===== config.mk =====
export PLATFORM = sky130hd
export DESIGN_NAME = updn_ctr_arbiter
export DESIGN_NICKNAME = d
export VERILOG_FILES = /design/src/rtl/updn_ctr_arbiter.sv
export SDC_FILE = /design/constraint.sdc
export NUM_CORES = 1
export LEC_CHECK = 0
export ABC_AREA = 1
export BUFFER_PORTS_ARGS = -buffer_cell sky130_fd_sc_hd__buf_2
export CAP_MARGIN = 10
export CORE_MARGIN = 8
export CORE_UTILIZATION = 45
export CTS_BUF_LIST = sky130_fd_sc_hd__clkbuf_4 sky130_fd_sc_hd__clkbuf_8
export CTS_CLUSTER_DIAMETER = 200
export DETAILED_ROUTE_END_ITERATION = 8
export GPL_ROUTABILITY_DRIVEN = 0
export GPL_TIMING_DRIVEN = 0
export HOLD_SLACK_MARGIN = 0.12
export MAX_ROUTING_LAYER = met4
export PLACE_DENSITY = 0.75
export SYNTH_ARGS = -nofsm -noshare
export SYNTH_HDL_FRONTEND = slang
export SYNTH_SLANG_ARGS = --single-unit

===== constraint.sdc =====
create_clock -name clk -period 2.6 [get_ports clk]
set_input_delay 0.52 -clock clk [delete_from_list [all_inputs] [get_ports clk]]
set_output_delay 0.52 -clock clk [all_outputs]
set_load 0.005 [all_outputs]

===== src/rtl/updn_ctr_arbiter.sv =====
// updn_ctr_arbiter: round-robin arbiter/sequencer sharing one up/down counter among NREQ requesters.
// Define UPDN_CTR_ARB_TC_OP_EN to make op 11 count-to-terminal; otherwise op 11 is HOLD.
module updn_ctr_arbiter #(
    parameter int WIDTH = 4,
    parameter int NREQ  = 4,
    parameter int STEPW = 4
) (
    input  logic                   clk,
    input  logic                   reset,
    input  logic [NREQ-1:0]        req,
    input  logic [2*NREQ-1:0]      req_op,
    input  logic [WIDTH*NREQ-1:0]  req_data,
    input  logic [STEPW*NREQ-1:0]  req_steps,
    output logic [NREQ-1:0]        gnt,
    output logic [NREQ-1:0]        done,
    output logic [WIDTH-1:0]       result,
    output logic                   busy,
    output logic [WIDTH-1:0]       ctr_data,
    output logic                   ctr_up_dn,
    output logic                   ctr_load_n,
    output logic                   ctr_cen,
    input  logic [WIDTH-1:0]       ctr_count,
    input  logic                   ctr_tercnt
);
    localparam int PW = (NREQ > 1) ? $clog2(NREQ) : 1;
    localparam logic [1:0] OP_LOAD = 2'b00, OP_DOWN = 2'b10, OP_TC = 2'b11;

    typedef enum logic [1:0] {IDLE, EXEC, DONE} state_t;
    state_t state;

    logic [PW-1:0]    ptr, owner, win;
    logic [PW:0]      k;
    logic             any;
    logic [1:0]       op;
    logic [STEPW-1:0] rem;
    logic             step_op, tc_run, tc_fin, exec_last;

`ifdef UPDN_CTR_ARB_TC_OP_EN
    assign tc_run = (op == OP_TC) && !ctr_tercnt;
    assign tc_fin = ctr_tercnt;
`else
    logic unused_tercnt;
    assign unused_tercnt = ctr_tercnt;
    assign tc_run = 1'b0;
    assign tc_fin = 1'b1;
`endif

    // Walk downward so the lowest offset from ptr is the last (winning) assignment.
    always_comb begin
        win = '0;
        any = 1'b0;
        k   = '0;
        for (int i = NREQ - 1; i >= 0; i--) begin
            k = {1'b0, ptr} + (PW+1)'(i);
            k = (k >= (PW+1)'(NREQ)) ? k - (PW+1)'(NREQ) : k;
            if (req[k[PW-1:0]]) begin
                win = k[PW-1:0];
                any = 1'b1;
            end
        end
    end

    assign gnt        = (state == IDLE && any && !reset) ? NREQ'(1) << win : '0;
    assign busy       = state != IDLE;
    assign step_op    = op[0] ^ op[1];
    assign ctr_load_n = !(state == EXEC && op == OP_LOAD);
    assign ctr_up_dn  = !(state == EXEC && op == OP_DOWN);
    assign ctr_cen    = (state == EXEC) && ((step_op && rem != '0) || tc_run);
    assign exec_last  = (op == OP_LOAD) || (step_op && rem <= STEPW'(1)) || (op == OP_TC && tc_fin);

    always_ff @(posedge clk or posedge reset) begin
        if (reset) begin
            state    <= IDLE;
            ptr      <= '0;
            owner    <= '0;
            op       <= OP_LOAD;
            rem      <= '0;
            ctr_data <= '0;
            done     <= '0;
            result   <= '0;
        end else begin
            done <= '0;
            case (state)
                IDLE: if (any) begin
                    state    <= EXEC;
                    owner    <= win;
                    op       <= req_op[2*win +: 2];
                    ctr_data <= req_data[WIDTH*win +: WIDTH];
                    rem      <= req_steps[STEPW*win +: STEPW];
                    ptr      <= (win == PW'(NREQ - 1)) ? '0 : win + 1'b1;
                end
                EXEC: begin
                    if (rem != '0) rem <= rem - 1'b1;
                    if (exec_last) state <= DONE;
                end
                DONE: begin
                    result <= ctr_count;
                    done   <= NREQ'(1) << owner;
                    state  <= IDLE;
                end
                default: state <= IDLE;
            endcase
        end
    end
endmodule


# After elaboration in Yosys (flattened, before gate mapping)
# Cells that the tools add are included.
# classes
n_addsub,9
order_cmp,9
n_eq_ne,8
shift,5
mux,29
bitwise_logic,1
reduce_logical,20
# ops
op,count
indexed part select 16 x 5 -> 4 bit,2
2-to-1 mux 2 bit,11
2-to-1 mux 4 bit,4
"< comparator 2 x 3 -> 1 bit, second input constant",4
">= comparator 3 bit, second input constant",3
binary-select mux 1 bit (select 2 bit),4
"== test 2 bit, second input constant",4
2-to-1 mux 1 bit,8
one-hot mux 4 bit (2 select lines),1
indexed part select 8 x 4 -> 2 bit,1
"<< shifter 1 x 2 -> 4 bit, first input constant",2
"subtractor 2 x 1 -> 2 bit, second input constant",4
logical AND 1 bit,7
"adder 2 x 2 -> 3 bit, second input constant",2
"less-or-equal comparator 4 x 1 -> 1 bit, second input constant",1
zero test 2 bit,2
"inequality test 2 bit, second input constant",2
one-hot mux 2 bit (2 select lines),1
AND reduction 2 bit,2
nonzero test 2 bit,2
nonzero test 4 bit,1
"subtractor 4 x 1 -> 4 bit, second input constant",1
"adder 2 x 1 -> 3 bit, second input constant",1
">= comparator 2 x 3 -> 1 bit, second input constant",1
other kinds (7),10
# word_totals
regBits,24
out_inout_bits,20

# Depth between registers and ports, before layout
# Gate-level depths: netlist (run 1).
# logic_depth
word_depth,12
depth_mapped,14
ltp_nobuf,13

# Worst setup path after synthesis (run 1)
# Ideal clock, no wire load.
# synth_timing
kind,input-to-output
from,input req[1]
to,output gnt[0]
arrival_time_ns,1.645
t_required_ns,2.080
setup_slack_ns,0.435
cell_stages,13
path_buffers,1
path_cell_list,inv_1 -> nand2_1 -> nand3_1 -> nand2_1 -> nand3_2 -> nand2_2 -> nand2_4 -> nand2_4 -> inv_2 -> buf_4 -> ha_1 -> inv_1 -> nor2_1
# synth_between
elab_chain_len,9
# synth_lines
element,line,rtl
start: declaration,10,"input logic [NREQ-1:0] req,"
binary-select mux 1 bit (select 2 bit),56,if (req[k[PW-1:0]]) begin
2-to-1 mux 1 bit (implied by the code),56,
2-to-1 mux 1 bit (4 in a row),56,
logical AND 1 bit (2 in a row),63,assign gnt = (state == IDLE && any && !reset) ? NREQ'(1) << win : '0;
2-to-1 mux 4 bit (*),63,
end: declaration,14,"output logic [NREQ-1:0] gnt,"
# Mark *: on every way between the ends. The rest lies on a longest branch, timed or not. The select of a mux whose other input is x is not followed.

# Worst setup path after layout (run 1)
# layout_timing
from,register ptr[0]
to,output gnt[1]
# layout_lines
element,line,rtl
start: declaration,31,"logic [PW-1:0] ptr, owner, win;"
start signal: assignment,90,ptr <= (win == PW'(NREQ - 1)) ? '0 : win + 1'b1;
adder 2 x 2 -> 3 bit,54,"k = {1'b0, ptr} + (PW+1)'(i);"
>= comparator 3 bit or subtractor 2 x 1 -> 2 bit (tied branches),55,k = (k >= (PW+1)'(NREQ)) ? k - (PW+1)'(NREQ) : k;
2-to-1 mux 2 bit,55,
binary-select mux 1 bit (select 2 bit),56,
2-to-1 mux 1 bit (implied by the code),56,
2-to-1 mux 2 bit (3 in a row),56,
2-to-1 mux 2 bit (*),56,
net win[0],31,
<< shifter 1 x 2 -> 4 bit (*),63,
2-to-1 mux 4 bit (*),63,
# Mark *: on every way through the listed nets, which the timed path passes. The rest lies on a longest branch. The select of a mux whose other input is x is not followed.

==> results of run 1 <==
critical path: stages (launching register included):
cell and delay [ns]:
dfrtp_1 0.43, buf_6 0.16, xnor2_4 0.17, nand2_2 0.10
nand3_4 0.09, nand2_4 0.07, nand2_8 0.10, nand2_8 0.08
buf_8 0.14, ha_1 0.18, inv_1 0.05, nor2_1 0.03
buf_2 0.13
state kept, by name (all words and copies together), names as in the netlist:
register / count
result: 4
ptr: 2
done: 4
state: 2
op: 2
rem: 4
ctr_data: 4
owner: 2
worst paths after layout:
path	startpoint	to	slack, ns	depth (start not counted)
worst min register to register	owner[1]$_DFFE_PP0P_	done[1]$_DFF_PP0_	0.46	1
worst max register to register	ptr[0]$_DFFE_PP0P_	op[1]$_DFFE_PP0P_	0.59	12
worst min-delay path	reset	done[1]$_DFF_PP0_	0.29	2
max in group asynchronous	reset	ptr[1]$_DFFE_PP0P_	1.96	2
worst max-delay path	ptr[0]$_DFFE_PP0P_	gnt[1]	0.07	12
min in group clk	owner[1]$_DFFE_PP0P_	done[1]$_DFF_PP0_	0.46	1
layout by cell type (no fill, tap or decap), types with 4 or more instances in the layout:
cell	n
nand3b_1	5
buf_2	70
o21ai_0	4
nor3_1	4
or2_0	4
dfrtp_1	23
a21oi_1	9
inv_1	28
mux2_2	4
buf_4	16
nand3_1	25
nand2_2	6
o211ai_1	7
nand2_1	64
ha_1	9
nor2_1	15
nand2_4	4
final cells by class:
class / count / area, um2
Clock buffer: 3 / 41.3
Buffer: 4 / 42.5
Sequential cell: 24 / 602
Tap cell: 48 / 60.1
Fill cell: 325 / 1190
Clock inverter: 1 / 30.0
Inverter: 35 / 158
Timing Repair Buffer: 86 / 477
Multi-Input combinational cell: 177 / 1090
power breakdown:
part	internal, mW	total, mW	switching [mW]	leakage [nW]
Sequential	0.554	0.680	0.125	0.293
Combinational	1.20	2.76	1.56	1.04
Clock	0.206	0.334	0.128	0.0357
Total	1.96	3.77	1.82	1.37
routing by layer:
| metal | up-vias | wire length (um) | GRT usage [%] |
|---|---|---|---|
| met5 | - | 0 | - |
| met2 | 72 | 2390 | 26.1 |
| li1 | 950 | - | - |
| met4 | 0 | 79 | 2.78 |
| met3 | 10 | 331 | 3.76 |
| met1 | 865 | 2180 | 18.6 |
cells by family (layout without fill, tap and decap cells):
kind of cell | after synthesis | after routing | synth area share [%]
adder cells (fa/ha/maj) | 10 | 10 | 7.17
buffers and inverters | 40 | 129 | 10.2
multiplexers | 4 | 4 | 2.58
AO/OA/AOI/OAI | 25 | 25 | 8.60
flip-flops | 24 | 24 | 34.4
XOR/XNOR | 1 | 1 | 0.502
AND/OR/NAND/NOR | 137 | 137 | 36.6
through the flow:
stage,instance area (um2),hold WS [ns]
global route,2500,0.325
floorplan,1750,0.432
global placement,2150,0.447
detailed placement,2150,0.450
CTS,2230,0.462
finish,2500,0.293
repair_timing:
item                       in CTS  in global routing
setup endpoints to repair       4                  4
buffers inserted                0                 16
resized for setup               3                 38
gates cloned                    0                  1
pin swaps                       1                 15
hold buffers                    0                  0
==> flow_summary.toml, run 1 <==
[timing]
fin_worst_skew_ns = 0.00571
tightestPinTransition_ns = 0.566
maxSlewHeadroom_pct = 62.2
timing_hold_violations_final = 0
fin_tns_setup_ns = 0
finalSetupViolations = 0
rsz0062_at_grt = "true"
fin_crit_ns = 2.53
period_share_pct = 97.2
maxSlewViolCount = 0
fmax_ghz = 0.396
setup_slack_ns = 0.0738

[finish]
instances_no_fill = 378
layout-drive-gt1-share_pct = 39.7
nets = 392
final_core_util_pct = 67.7
antennaDiodeCount = 0
syn_to_final_growth_pct = 43.2

[drt]
ant_nets = 0
drt_iter0_drc = 65
dr.pass1.iters = 4
vias_per_cell = 5.02
route.detailed.drc = 0
routedWlPerCell_um = 13.2
num_vias = 1897
routed_wl_um = 4980

[synthesis]
synth.most_common_cell = "nand2_1"
synthTopCellsByCount = "nand2_1 (71), inv_1 (32), nand3_1 (28)"
ys_seq_elements = 24
syn_area_per_cell_um2 = 7.24
synth_area_leaders = "dfrtp_1 (34%), nand2_1 (15%), nand3_1 (8.0%), ha_1 (7.2%), inv_1 (6.9%)"
netlist-cell-type-count = 28
ys_seq_area_share_pct = 34.4
yosysTopAreaCellShare_pct = 34.4
async_flop_share_pct = 100
syn_area_um2 = 1750
ys.warnings.count = 0
synth_edf_count = 0
synth_flop_cell = "dfrtp_1"
syn-num-nets = 302
yosys.area.top_type = "dfrtp_1"
synthCells = 241

[die]
core_area_um2 = 3690
start_util_pct = 47.3
die_area_um2 = 6130
die_h_um = 78.3
die_w_um = 78.3
io_pins = 71
rows = 22

[global_route]
antenna_found_initial = 0
grt_pass1_vias = 1819
grt_usage_pct = 15.5
grt_max_degree = 26
grt.overflow.total = 0
grt_pass1_wl_um = 7910

[placed_design]
pre_cts_slack_ns = 0.0658
placed_cells = 358
io_buffers = 69
dp_hpwl_um = 3580

[power_and_ir_drop]
power.total_mw = 3.77
vdd_drop_max_uv = 1040
p_per_area_nw_per_um2 = 1510
power_leakage_nw = 1.37

[clocking]
cts_buffers = 3
htree_levels = 1
clk_pin_slew_ns = 0.09
clkSinkCount = 24
cts_tree = "yes"
clkLatencyLatePin_ns = 0.27
root_buffer = "clkbuf_8"
clockBufferDepth = 2

[setup_path]
critPathRequiredTime_ns = 2.08
crit_type = "flop to output pin"
cp-end-kind = "output pin"
path_max_fanout = 6
setup.worst_path.start_class = "flop"
crit_arrival_ns = 2.01

[hold_path]
hold_path.class = "input pin to async pin"

[outcome]
outcome = "completed"

[flow_run]
drv_cap = 0
(Power assumes the default switching activity.)
==> run 2, diff against run 1 <==
PLACE_DENSITY = 0.78   (was 0.75)
clock period = 2.1 ns   (was 2.6 ns; I/O delays follow)
==> run 2 against run 1 <==
Effect of this change: the run now ends with negative setup slack left; critical path type unchanged; clock power increased by 25%; count of clock-buffer cells in the layout unchanged; sequential cell count unchanged; die area unchanged; worst hold slack improved by 0.087 ns; final area rose by 3.3%; register-to-register slack worse by 0.52 ns; final cell count rose by 0.53%; routed wire length rose by 15%; setup slack got worse by 0.44 ns.
==> flow_summary.toml, run 2 (same netlist as run 1, synthesis figures left out) <==
[outcome]
outcome = "finished, violations left"
violations = "negative setup slack"

[setup_path]
critPathRequiredTime_ns = 1.68
startpoint = "ptr[1]$_DFFE_PP0P_"
reg2reg_depth = 13
rr_endpoint = "op[1]$_DFFE_PP0P_"
crit_type = "flop to output pin"
r2r_setup_slack_ns = 0.07
regToRegStartpoint = "ptr[0]$_DFFE_PP0P_"
crit_arrival_ns = 2.04
cp-end-kind = "output pin"
setup.worst_path.start_class = "flop"
path_max_fanout = 5

[die]
io_pins = 71
die_area_um2 = 6130
die_w_um = 78.3
start_util_pct = 47.3
core_area_um2 = 3690
die_h_um = 78.3
rows = 22

[global_route]
grt.overflow.total = 0
grt_pass1_wl_um = 8340
antenna_found_initial = 0
grtUsageMet2_pct = 28.7
met3_usage_pct = 4.21
grt_pass1_vias = 1905
grt_usage_pct = 16.6
top_usage_layer = "met2"
use_met1_pct = 18.5
grt_max_degree = 26

[timing]
maxSlewHeadroom_pct = 31.2
timing_hold_violations_final = 0
maxSlewViolCount = 0
period_share_pct = 117
fin_tns_setup_ns = -1.32
fmax_ghz = 0.406
rsz0062_at_grt = "true"
setup_slack_ns = -0.362
fin_worst_skew_ns = 0.00919
fin_crit_ns = 2.46
tightestPinTransition_ns = 1.03
finalSetupViolations = 4

[clocking]
clkLatencyLatePin_ns = 0.27
clkSinkCount = 24
clk_pin_slew_ns = 0.10
cts_buffers = 3
cts_tree = "yes"
root_buffer = "clkbuf_8"
hold_buffers = 0
htree_levels = 1
clockBufferDepth = 2

[finish]
layout_common_cells = "buf_2 (70), nand2_1 (62), inv_1 (25)"
fillers = 299
nets = 394
antennaDiodeCount = 0
layout-drive-gt1-share_pct = 43.1
final_area_um2 = 2580
seq_area_um2 = 602
instances_no_fill = 380
multiInputGateArea_um2 = 1160
final_common_cell = "buf_2"
syn_to_final_growth_pct = 47.8

[drt]
routedWlPerCell_um = 15.1
num_vias = 1968
vias_per_cell = 5.18
route.detailed.drc = 0
dr.pass1.iters = 4
ant_nets = 0
drt_iter0_drc = 128
routed_wl_um = 5730

[placed_design]
placed_area_um2 = 2150
pre_cts_slack_ns = -0.238
io_buffers = 69
dp_hpwl_um = 3630
placed_cells = 358

[hold_path]
hold_path.class = "input pin to async pin"

[power_and_ir_drop]
power_leakage_nw = 1.40
p_per_area_nw_per_um2 = 1970
vdd_drop_max_uv = 1370
power.total_mw = 5.08

[flow_run]
drv_cap = 0
==> run 2: changes by cell type in the layout (fill, tap and decap cells not counted), moves of 2 or more <==
cell	before	now
nand2_1	64	62
nand2_4	4	6
nor2_2	0	2
inv_1	28	25
ha_4	0	4
buf_6	3	5
nor2_1	15	13
ha_1	9	6
inv_2	3	6
inv_4	1	3
==> run 2: worst max-delay path, cell delays in order (launching register included) <==
cell and delay, ns:
dfrtp_2 0.51, inv_4 0.12, nand2_1 0.07, nand2_1 0.10
nand2_2 0.09, nand3_4 0.12, nand2_4 0.07, nand2_4 0.09
nand2_8 0.08, buf_8 0.14, ha_4 0.16, inv_2 0.07
nor2_2 0.03, buf_2 0.13
==> run 2: worst max path at each step <==
stage	end	depth (start not counted)	slack (ns)
2_1_floorplan	gnt[0]	12	0.06
3_3_place_gp	gnt[0]	15	-0.21
3_5_place_dp	gnt[2]	15	-0.24
4_1_cts	gnt[1]	12	-0.25
5_1_grt	gnt[3]	13	-0.43
6_report	gnt[3]	13	-0.36
==> run 2: layer usage <==
layer / vias to the layer above / routed length, um
li1: 952 / -
met1: 895 / 2340
met2: 107 / 2840
met3: 14 / 421
met4: 0 / 134
met5: - / 0
==> run 2: cell type report <==
type | instances | share of cell area (%)
Inverter | 35 | 5.67
Clock inverter | 1 | 1.16
Buffer | 4 | 1.65
Timing Repair Buffer | 88 | 19.4
Tap cell | 48 | 2.33
Sequential cell | 24 | 23.3
Multi-Input combinational cell | 177 | 44.9
Clock buffer | 3 | 1.60
==> run 2: stage by stage <==
step / hold slack (ns) / utilization [%]
after global routing: 0.376 / 69.9
after CTS: 0.381 / 64.6
after floorplan: 0.432 / -
final: 0.379 / 69.9
after global placement: 0.449 / 58.3
after detailed placement: 0.452 / 58.3
==> run 2: power breakdown <==
part           internal (mW)  switching, mW  total (mW)
Combinational           1.65           2.16        3.81
Sequential             0.686          0.162       0.849
Clock                  0.255          0.161       0.416
==> run 2: repair_timing <==
action / in CTS / in global routing
pin swaps: 14 / 15
setup endpoints to repair: 4 / 4
cloned: 1 / 0
resized for setup: 28 / 28
setup buffers: 8 / 10
